File: src/rtl/modulos_net_ctrl.sv
// modulos_net_ctrl
//   Bank of NUM_MOD registered on/off output channels. Channels are written by CPU store
//   instructions and by 12-bit network command words. Network words pass through a small FIFO
//   with a valid/ready handshake. A word whose packet id repeats the previous accepted id is
//   dropped at ingress. FIFO pops lose arbitration to CPU writes.
//
// Ports
//   clock_in          rising-edge clock for all logic
//   reset_in_n        synchronous reset, active low
//   instruction       CPU instruction word (store-to-module decode)
//   valor             CPU target channel index
//   reg2              CPU write data (==1 turns the channel on, anything else turns it off)
//   network_in        network command {cmd[11:9], pkt id[8:5], addr[4:0]}
//   network_valid_in  network_in holds a command
//   network_ready_out FIFO can accept a command (not full)
//   modu              channel states
//   indis/pkdis/mddis cmd / pkt id / addr of the last applied valid network command
//   fifo_level_out    current FIFO occupancy
//   err_cnt_out       saturating count of rejected commands (CPU and network)
//   dup_cnt_out       saturating count of duplicate network commands dropped at ingress
module modulos_net_ctrl #(
    parameter int unsigned NUM_MOD    = 8,
    parameter int unsigned FIFO_DEPTH = 4,
    parameter int unsigned CNT_W      = 8
) (
    input  logic                          clock_in,
    input  logic                          reset_in_n,
    input  logic [31:0]                   instruction,
    input  logic [31:0]                   valor,
    input  logic [31:0]                   reg2,
    input  logic [11:0]                   network_in,
    input  logic                          network_valid_in,
    output logic                          network_ready_out,
    output logic [NUM_MOD-1:0]            modu,
    output logic [2:0]                    indis,
    output logic [3:0]                    pkdis,
    output logic [4:0]                    mddis,
    output logic [$clog2(FIFO_DEPTH):0]   fifo_level_out,
    output logic [CNT_W-1:0]              err_cnt_out,
    output logic [CNT_W-1:0]              dup_cnt_out
);

    localparam int unsigned PTR_W = $clog2(FIFO_DEPTH);
    localparam logic [PTR_W:0] FULL_CNT = (PTR_W + 1)'(FIFO_DEPTH);

    localparam logic [2:0] CMD_SET = 3'b001;
    localparam logic [2:0] CMD_CLR = 3'b010;
    localparam logic [2:0] CMD_TGL = 3'b011;
    localparam logic [2:0] CMD_ALL = 3'b100;

    // State
    logic [11:0]        mem_q [FIFO_DEPTH];
    logic [PTR_W-1:0]   wr_ptr_q, wr_ptr_d;
    logic [PTR_W-1:0]   rd_ptr_q, rd_ptr_d;
    logic [PTR_W:0]     cnt_q, cnt_d;
    logic [3:0]         trk_id_q, trk_id_d;
    logic               trk_vld_q, trk_vld_d;
    logic [NUM_MOD-1:0] modu_q, modu_d;
    logic [2:0]         indis_q, indis_d;
    logic [3:0]         pkdis_q, pkdis_d;
    logic [4:0]         mddis_q, mddis_d;
    logic [CNT_W-1:0]   err_q, err_d;
    logic [CNT_W-1:0]   dup_q, dup_d;

    // Decode
    logic               cpu_wr, cpu_in_range;
    logic               accept, dup, push, pop;
    logic [11:0]        head;
    logic [2:0]         head_cmd;
    logic [3:0]         head_pkt;
    logic [4:0]         head_addr;
    logic               net_ok;
    logic               err_inc;
    logic [NUM_MOD-1:0] cpu_mask, net_mask;

    logic unused_instr;
    assign unused_instr = ^instruction[26:2];

    assign cpu_wr       = (instruction[31:27] == 5'b10001) && (instruction[1:0] == 2'b11);
    assign cpu_in_range = valor < NUM_MOD;

    // Ready comes from the registered count only, so a pop cannot make room in the same cycle.
    assign network_ready_out = (cnt_q != FULL_CNT);
    assign accept = network_valid_in && network_ready_out;
    assign dup    = accept && trk_vld_q && (network_in[8:5] == trk_id_q);
    assign push   = accept && !dup;
    // CPU writes take the apply slot; a pending network command waits a cycle.
    assign pop    = !cpu_wr && (cnt_q != '0);

    assign head      = mem_q[rd_ptr_q];
    assign head_cmd  = head[11:9];
    assign head_pkt  = head[8:5];
    assign head_addr = head[4:0];

    always_comb begin
        net_ok = 1'b0;
        unique case (head_cmd)
            CMD_SET, CMD_CLR, CMD_TGL: net_ok = {27'd0, head_addr} < NUM_MOD;
            CMD_ALL:                   net_ok = 1'b1;
            default:                   net_ok = 1'b0;
        endcase
    end

    always_comb begin
        cpu_mask = '0;
        net_mask = '0;
        for (int i = 0; i < NUM_MOD; i++) begin
            cpu_mask[i] = (valor == unsigned'(i));
            net_mask[i] = ({27'd0, head_addr} == unsigned'(i));
        end
    end

    assign err_inc = (cpu_wr && !cpu_in_range) || (pop && !net_ok);

    always_comb begin
        modu_d    = modu_q;
        indis_d   = indis_q;
        pkdis_d   = pkdis_q;
        mddis_d   = mddis_q;
        wr_ptr_d  = wr_ptr_q;
        rd_ptr_d  = rd_ptr_q;
        cnt_d     = cnt_q;
        trk_id_d  = trk_id_q;
        trk_vld_d = trk_vld_q;
        err_d     = err_q;
        dup_d     = dup_q;

        if (cpu_wr && cpu_in_range) begin
            modu_d = (reg2 == 32'd1) ? (modu_q | cpu_mask) : (modu_q & ~cpu_mask);
        end else if (pop && net_ok) begin
            unique case (head_cmd)
                CMD_SET: modu_d = modu_q | net_mask;
                CMD_CLR: modu_d = modu_q & ~net_mask;
                CMD_TGL: modu_d = modu_q ^ net_mask;
                default: modu_d = '0;
            endcase
            indis_d = head_cmd;
            pkdis_d = head_pkt;
            mddis_d = head_addr;
        end

        if (push) begin
            wr_ptr_d  = wr_ptr_q + 1'b1;
            trk_id_d  = network_in[8:5];
            trk_vld_d = 1'b1;
        end
        if (pop) begin
            rd_ptr_d = rd_ptr_q + 1'b1;
        end
        unique case ({push, pop})
            2'b10:   cnt_d = cnt_q + 1'b1;
            2'b01:   cnt_d = cnt_q - 1'b1;
            default: cnt_d = cnt_q;
        endcase

        if (err_inc && (err_q != {CNT_W{1'b1}})) err_d = err_q + 1'b1;
        if (dup && (dup_q != {CNT_W{1'b1}}))     dup_d = dup_q + 1'b1;
    end

    always_ff @(posedge clock_in) begin
        if (!reset_in_n) begin
            wr_ptr_q  <= '0;
            rd_ptr_q  <= '0;
            cnt_q     <= '0;
            trk_id_q  <= '0;
            trk_vld_q <= 1'b0;
            modu_q    <= '0;
            indis_q   <= '0;
            pkdis_q   <= '0;
            mddis_q   <= '0;
            err_q     <= '0;
            dup_q     <= '0;
        end else begin
            wr_ptr_q  <= wr_ptr_d;
            rd_ptr_q  <= rd_ptr_d;
            cnt_q     <= cnt_d;
            trk_id_q  <= trk_id_d;
            trk_vld_q <= trk_vld_d;
            modu_q    <= modu_d;
            indis_q   <= indis_d;
            pkdis_q   <= pkdis_d;
            mddis_q   <= mddis_d;
            err_q     <= err_d;
            dup_q     <= dup_d;
        end
    end

    // Storage needs no reset; occupancy is tracked by the pointers and count.
    always_ff @(posedge clock_in) begin
        if (push) mem_q[wr_ptr_q] <= network_in;
    end

    assign modu           = modu_q;
    assign indis          = indis_q;
    assign pkdis          = pkdis_q;
    assign mddis          = mddis_q;
    assign fifo_level_out = cnt_q;
    assign err_cnt_out    = err_q;
    assign dup_cnt_out    = dup_q;

endmodule

File: config.mk
export PLATFORM = sky130hd
export DESIGN_NAME = modulos_net_ctrl
export DESIGN_NICKNAME = d
export VERILOG_FILES = /design/src/rtl/modulos_net_ctrl.sv
export SDC_FILE = /design/constraint.sdc
export NUM_CORES = 1
export LEC_CHECK = 0
export CAP_MARGIN = 0
export CORE_ASPECT_RATIO = 2
export CORE_MARGIN = 5
export CORE_UTILIZATION = 51
export CTS_CLUSTER_DIAMETER = 30
export CTS_CLUSTER_SIZE = 25
export DETAILED_ROUTE_END_ITERATION = 10
export GPL_ROUTABILITY_DRIVEN = 0
export PLACE_DENSITY = 0.95
export RECOVER_POWER = 50
export REMOVE_ABC_BUFFERS = 1
export SLEW_MARGIN = 15
export SYNTH_ARGS = -nofsm -noshare
export SYNTH_HDL_FRONTEND = slang
export SYNTH_SLANG_ARGS = --single-unit
File: constraint.sdc
create_clock -name clock_in -period 4.9 [get_ports clock_in]
set_clock_uncertainty 0.15 [all_clocks]
set_input_delay 0.98 -clock clock_in [delete_from_list [all_inputs] [get_ports clock_in]]
set_output_delay 0.98 -clock clock_in [all_outputs]
set_load 0.005 [all_outputs]
# Yosys cells after proc, flatten, opt, wreduce, memory -nomap -nowiden
# Memory sizes are Yosys's and may differ from the RTL's. A register that Yosys moved wholly into a read port is not among the register bits.
# Cells that the tools add are included.
[op_classes]
order_cmp = 2
reduce_logical = 24
muxes = 10
addsub = 6
n_bitwise = 8
eq_ne = 27
[ops]
columns = ["operator", "count"]
rows = [
  ["$eq A32 B3 Y1 const B", 4],
  ["$eq A32 B1 Y1 const B", 2],
  ["$eq A32 B2 Y1 const B", 2],
  ["$logic_not A32 Y1", 1],
  ["$lt A32 B4 Y1 const B", 1],
  ["$mux W8", 3],
  ["$pmux W8 S3", 1],
  ["$eq A5 B3 Y1 const B", 4],
  ["$add A8 B1 Y8 const B", 2],
  ["$and A8 B8 Y8", 2],
  ["$ne A8 B8 Y1 const B", 2],
  ["$not A8 Y8", 2],
  ["$or A8 B8 Y8", 2],
  ["$logic_and A1 B1 Y1", 12],
  ["$eq A5 B2 Y1 const B", 2],
  ["$xor A8 B8 Y8", 1],
  ["$eq A3 B2 Y1 const B", 2],
  ["$pmux W3 S2", 1],
  ["$eq A5 B1 Y1 const B", 1],
  ["$eq A5 B5 Y1 const B", 1],
  ["$logic_not A5 Y1", 1],
  ["$lt A5 B4 Y1 const B", 1],
  ["$add A2 B1 Y2 const B", 2],
  ["$eq A2 B2 Y1 const B", 2],
  ["other kinds (17)", 23],
]
[word_totals]
reg_bits = 48
mem_bits_rw = 48
memories = 1
output_inout_bits = 40
[mem_list]
columns = ["memory", "words", "width", "read_ports", "rd_clocked_by_memory_dff", "write_ports", "line_no", "text"]
rows = [
  ["mem_q", 4, 12, 1, 1, 1, "52", "logic [11:0] mem_q [FIFO_DEPTH];"],
]

# Depth between registers and ports, before layout
[logic_depth]
word_depth = 8
ltp_mapped = 11
ltp_nobuf = 11

# Worst setup path after synthesis
# Ideal clock, no wire load.
[synth_timing]
path_kind = "input-to-reg"
start = "input port network_in[5]"
end = "register cnt_q[2], in the netlist fifo_level_out[2]"
arrival_time_ns = 3.322
path_buffers = 0
stages = 11
path_slack_ns = 1.352
path_cell_list = "inv_1 a222oi_1 nor4b_2 nor2_1 inv_1 ha_1 inv_1 fa_1 xor2_1 or3_1 a21boi_0"
[synth_via]
elab_chain_cells = 6
elab_cells_between_ends = 8
classes_between = "eq/ne: 3; mux: 1; reduce/logical: 4"
[synth_rtl]
columns = ["element", "line_no", "text"]
rows = [
  ["start, declared", "31", "input logic [11:0] network_in,"],
  ["$eq A4 B4 Y1 (*)", "85", "assign dup = accept && trk_vld_q && (network_in[8:5] == trk_id_q);"],
  ["$logic_and A1 B1 Y1 (*)", "85", ""],
  ["$logic_not A1 Y1 (*)", "86", "assign push = accept && !dup;"],
  ["$logic_and A1 B1 Y1 (*)", "86", ""],
  ["$eq A2 B1 Y1 or $eq A2 B2 Y1 (tied branches)", "150", "unique case ({push, pop})"],
  ["$pmux W3 S2 or $reduce_bool A2 Y1 (tied branches)", "-", ""],
  ["end signal, assigned", "176", "cnt_q <= cnt_d;"],
  ["end, declared", "55", "logic [PTR_W:0] cnt_q, cnt_d;"],
]
# Mark *: on every way between the ends. The rest lies on a longest branch, timed or not.
# A chain may end at the register's enable or synchronous reset.

# Final worst setup path
# Same ends and word-level chain as after synthesis.

==> qor.txt <==
clk_lat worst skew -> 0.33 ns
Final Non-Filler Cells -> 644
period utilization -> 82.9%
syn_area_per_cell -> 11.7 um2
worst vdd ir -> 0.288 mV
CTS Buf Count -> 9
max-slew violations -> 56
Row Count -> 50
Clock Tree Buf Depth -> 2
Crit path top cell by count -> inv_1
ys async rst share -> 0%
hpwl dp -> 8940 um
Post-Place Setup Slack -> 0.587 ns
Pwr Total -> 2750 uW
clock sink count -> 98
Slew @ Worst Pin -> 2.12 ns
HP Class -> register to register
crit-path cells -> dlygate4sd3_1 -> inv_1 -> a222oi_1 -> nor4b_2 -> buf_4 -> nor2_1 -> inv_1 -> ha_1 -> inv_1 -> fa_1 -> xor2_1 -> or3_1 -> a21boi_0
clock network power share -> 24.1%
P_sw -> 880 uW
Placeable Area -> 0.00932 mm2
commonest non-fill, non-tap cell in the layout -> clkdlybuf4s50_1
setup ws final -> 0.838 ns
Crit path largest cell delay -> 0.65 ns
library cells used by synthesis -> 52
Nets -> 670
Hold EP -> trk_id_q[1]
PostCTS Resize Cnt -> 0
LEAKAGE -> 0.00239 uW
post-synthesis cell count -> 413
Achievable Freq -> 0.246 GHz
number of global-route vias before repair -> 3920
WP buf/inv -> 5
ys flop type -> dfxtp_1
MaxCap Viol Count -> 1
top cell family by delay on the critical path -> buffers and inverters
gr ovfl total -> 0
yosys warns -> 0
Final min period -> 4.06 ns
setup violators final -> 0
Vias/cell -> 5.80
Internal Power -> 1870 uW
Tot GR Track Use -> 20.8%
combinational share of power -> 35.6%
Filler Cell Count -> 667
Worst Path Required -> 5.01 ns
Slew HR -> -41.6%
Hold Crit Start -> trk_id_q[1]
DRT Wirelength -> 11800 um
P&R area growth vs syn -> 32.2%
root buffer cell -> clkbuf_16
cell area after synthesis -> 0.00483 mm2
CP Launch Type -> input pin
number of antenna violations at the first check in global routing -> 0
hold buffer count at cts -> 0
crit path max-delay cell type -> dlygate4sd3_1
flop-to-flop setup slack -> 1.43 ns
Worst-path clk slew -> 0.06 ns
Sum Neg Setup Slack -> 0 ns
Ant. Diodes -> 0
TritonCTS clock tree -> yes
register area -> 0.00244 mm2
drt initial violations -> 223
failing checks -> max-capacitance violations, max-slew violations
share of cells above drive strength 1 -> 5.00%
crit path DAT -> 4.17 ns
Vias -> 3733
Worst Reg-to-Reg Cells -> 9
first-pass GRT wire length -> 19000 um
Die Span Y -> 148 um
die width -> 78.8 um
most frequent cells in the layout -> clkdlybuf4s50_1, dlygate4sd3_1, dfxtp_1
drt first pass iters -> 5
Seq/Total Area, Yosys -> 50.6%
initial core utilization -> 51.8%
Fin. Hold Viols -> 0
status -> complete, but fails checks
CP endpoint kind -> register
Post-CTS Setup Inserts -> 0
DIE AREA -> 0.0116 mm2
largest net degree at the start of global routing -> 56
placed insts -> 628
Post-synth EDFFs -> 48
Sequential Power Share -> 40.3%
per-cell routed wire length -> 18.3 um
flops & latches, synth -> 98
number of routed nets with antenna violations -> 0
area of the multi-input gates -> 0.00220 mm2
buffers added on ports -> 125
hold path depth -> 2
remaining routing DRC violations -> 0
Sw Ratio -> 32.0%
critical path type -> input pin to register
H-tree lvl count -> 3
PD cells -> 430 mW/mm2
unrepaired setup endpoints after global routing -> false
crit path max fanout -> 9
IO Pins -> 151
## synthesized netlist by cell type (all sizes together), types with 6 or more instances
| cell | n | area, um2 |
|---|---|---|
| dfxtp | 50 | 1000 |
| edfxtp | 48 | 1440 |
| nand2 | 30 | 113 |
| and2 | 23 | 146 |
| ha | 23 | 288 |
| mux2i | 19 | 190 |
| nor2b | 19 | 119 |
| inv | 18 | 67.6 |
| nor4 | 16 | 100 |
| o21ai | 15 | 78.8 |
| nor2 | 13 | 56.3 |
| mux4 | 12 | 289 |
| nor3 | 11 | 55.1 |
| nand4 | 10 | 62.6 |
| xnor2 | 10 | 87.6 |
| clkbuf | 9 | 37.5 |
| o22ai | 9 | 56.3 |
| a22oi | 8 | 60.1 |
| o311a | 8 | 80.1 |
| buf | 7 | 78.8 |
| nand3 | 7 | 35.0 |
| and3 | 6 | 37.5 |
| nand2b | 6 | 37.5 |
## power groups by stage
stage	clock network (uW)	registers (uW)	logic [uW]
2_1_floorplan	0	1100	615
3_3_place_gp	0	1120	939
3_5_place_dp	0	1130	999
4_1_cts	678	1110	1010
5_1_grt	716	1130	1080
6_report	662	1110	979
## metrics by stage
step	util, %	hold slack, ns	area, um2
4_1_cts	68.6	0.337	6390
6_report	68.5	0.338	6390
3_5_place_dp	65.6	0.329	6110
2_1_floorplan	-	0.306	4710
5_1_grt	68.5	0.359	6390
3_3_place_gp	65.6	0.320	6110
## area by class of cell
type,count,share of cell area [%]
clock buffer,12,3.70
tap,104,2.04
timing repair buffer,127,19.8
inverter,18,1.06
clock inverter,4,0.666
multi-input combinational,281,34.5
sequential,98,38.2
## worst reg2reg max path, stage by stage, from the launching register on
cell and delay (ns):
dfxtp_1 0.80, mux4_1 0.77, nor3b_1 0.50, nand2_1 0.17
ha_1 0.32, nand2_1 0.07, o21ai_0 0.12, a22oi_1 0.21
o22ai_1 0.11, o311a_1 0.15
## worst max-delay path by stage
| stage | start | endpoint | slack [ns] | depth (start not counted) |
|---|---|---|---|---|
| after CTS | network_in[5] | fifo_level_out[2] | 0.92 | 13 |
| after detailed placement | network_in[5] | fifo_level_out[2] | 0.59 | 13 |
| after global routing | network_in[5] | fifo_level_out[2] | 0.60 | 13 |
| after floorplan | network_in[5] | fifo_level_out[2] | 1.35 | 11 |
| after global placement | network_in[5] | fifo_level_out[2] | 0.90 | 13 |
| final | network_in[5] | fifo_level_out[2] | 0.84 | 13 |
## logic make-up after synthesis
group           count (synthesis)  share of synthesized area [%]
fa+ha+maj                      24                           6.37
compound gates                 54                           7.98
buf+inv                        34                           3.81
mux                            31                           9.92
flops                          98                           50.6
xor+xnor                       14                           2.54
simple gates                  158                           18.8
## routing by layer
layer,vias up,wire length (um),global-route usage [%]
met1,1781,4090,20.1
met2,147,6480,39.0
li1,1788,-,-
met5,-,0,0
met4,0,162,8.43
met3,17,1040,7.07
(Power assumes the default switching activity.)
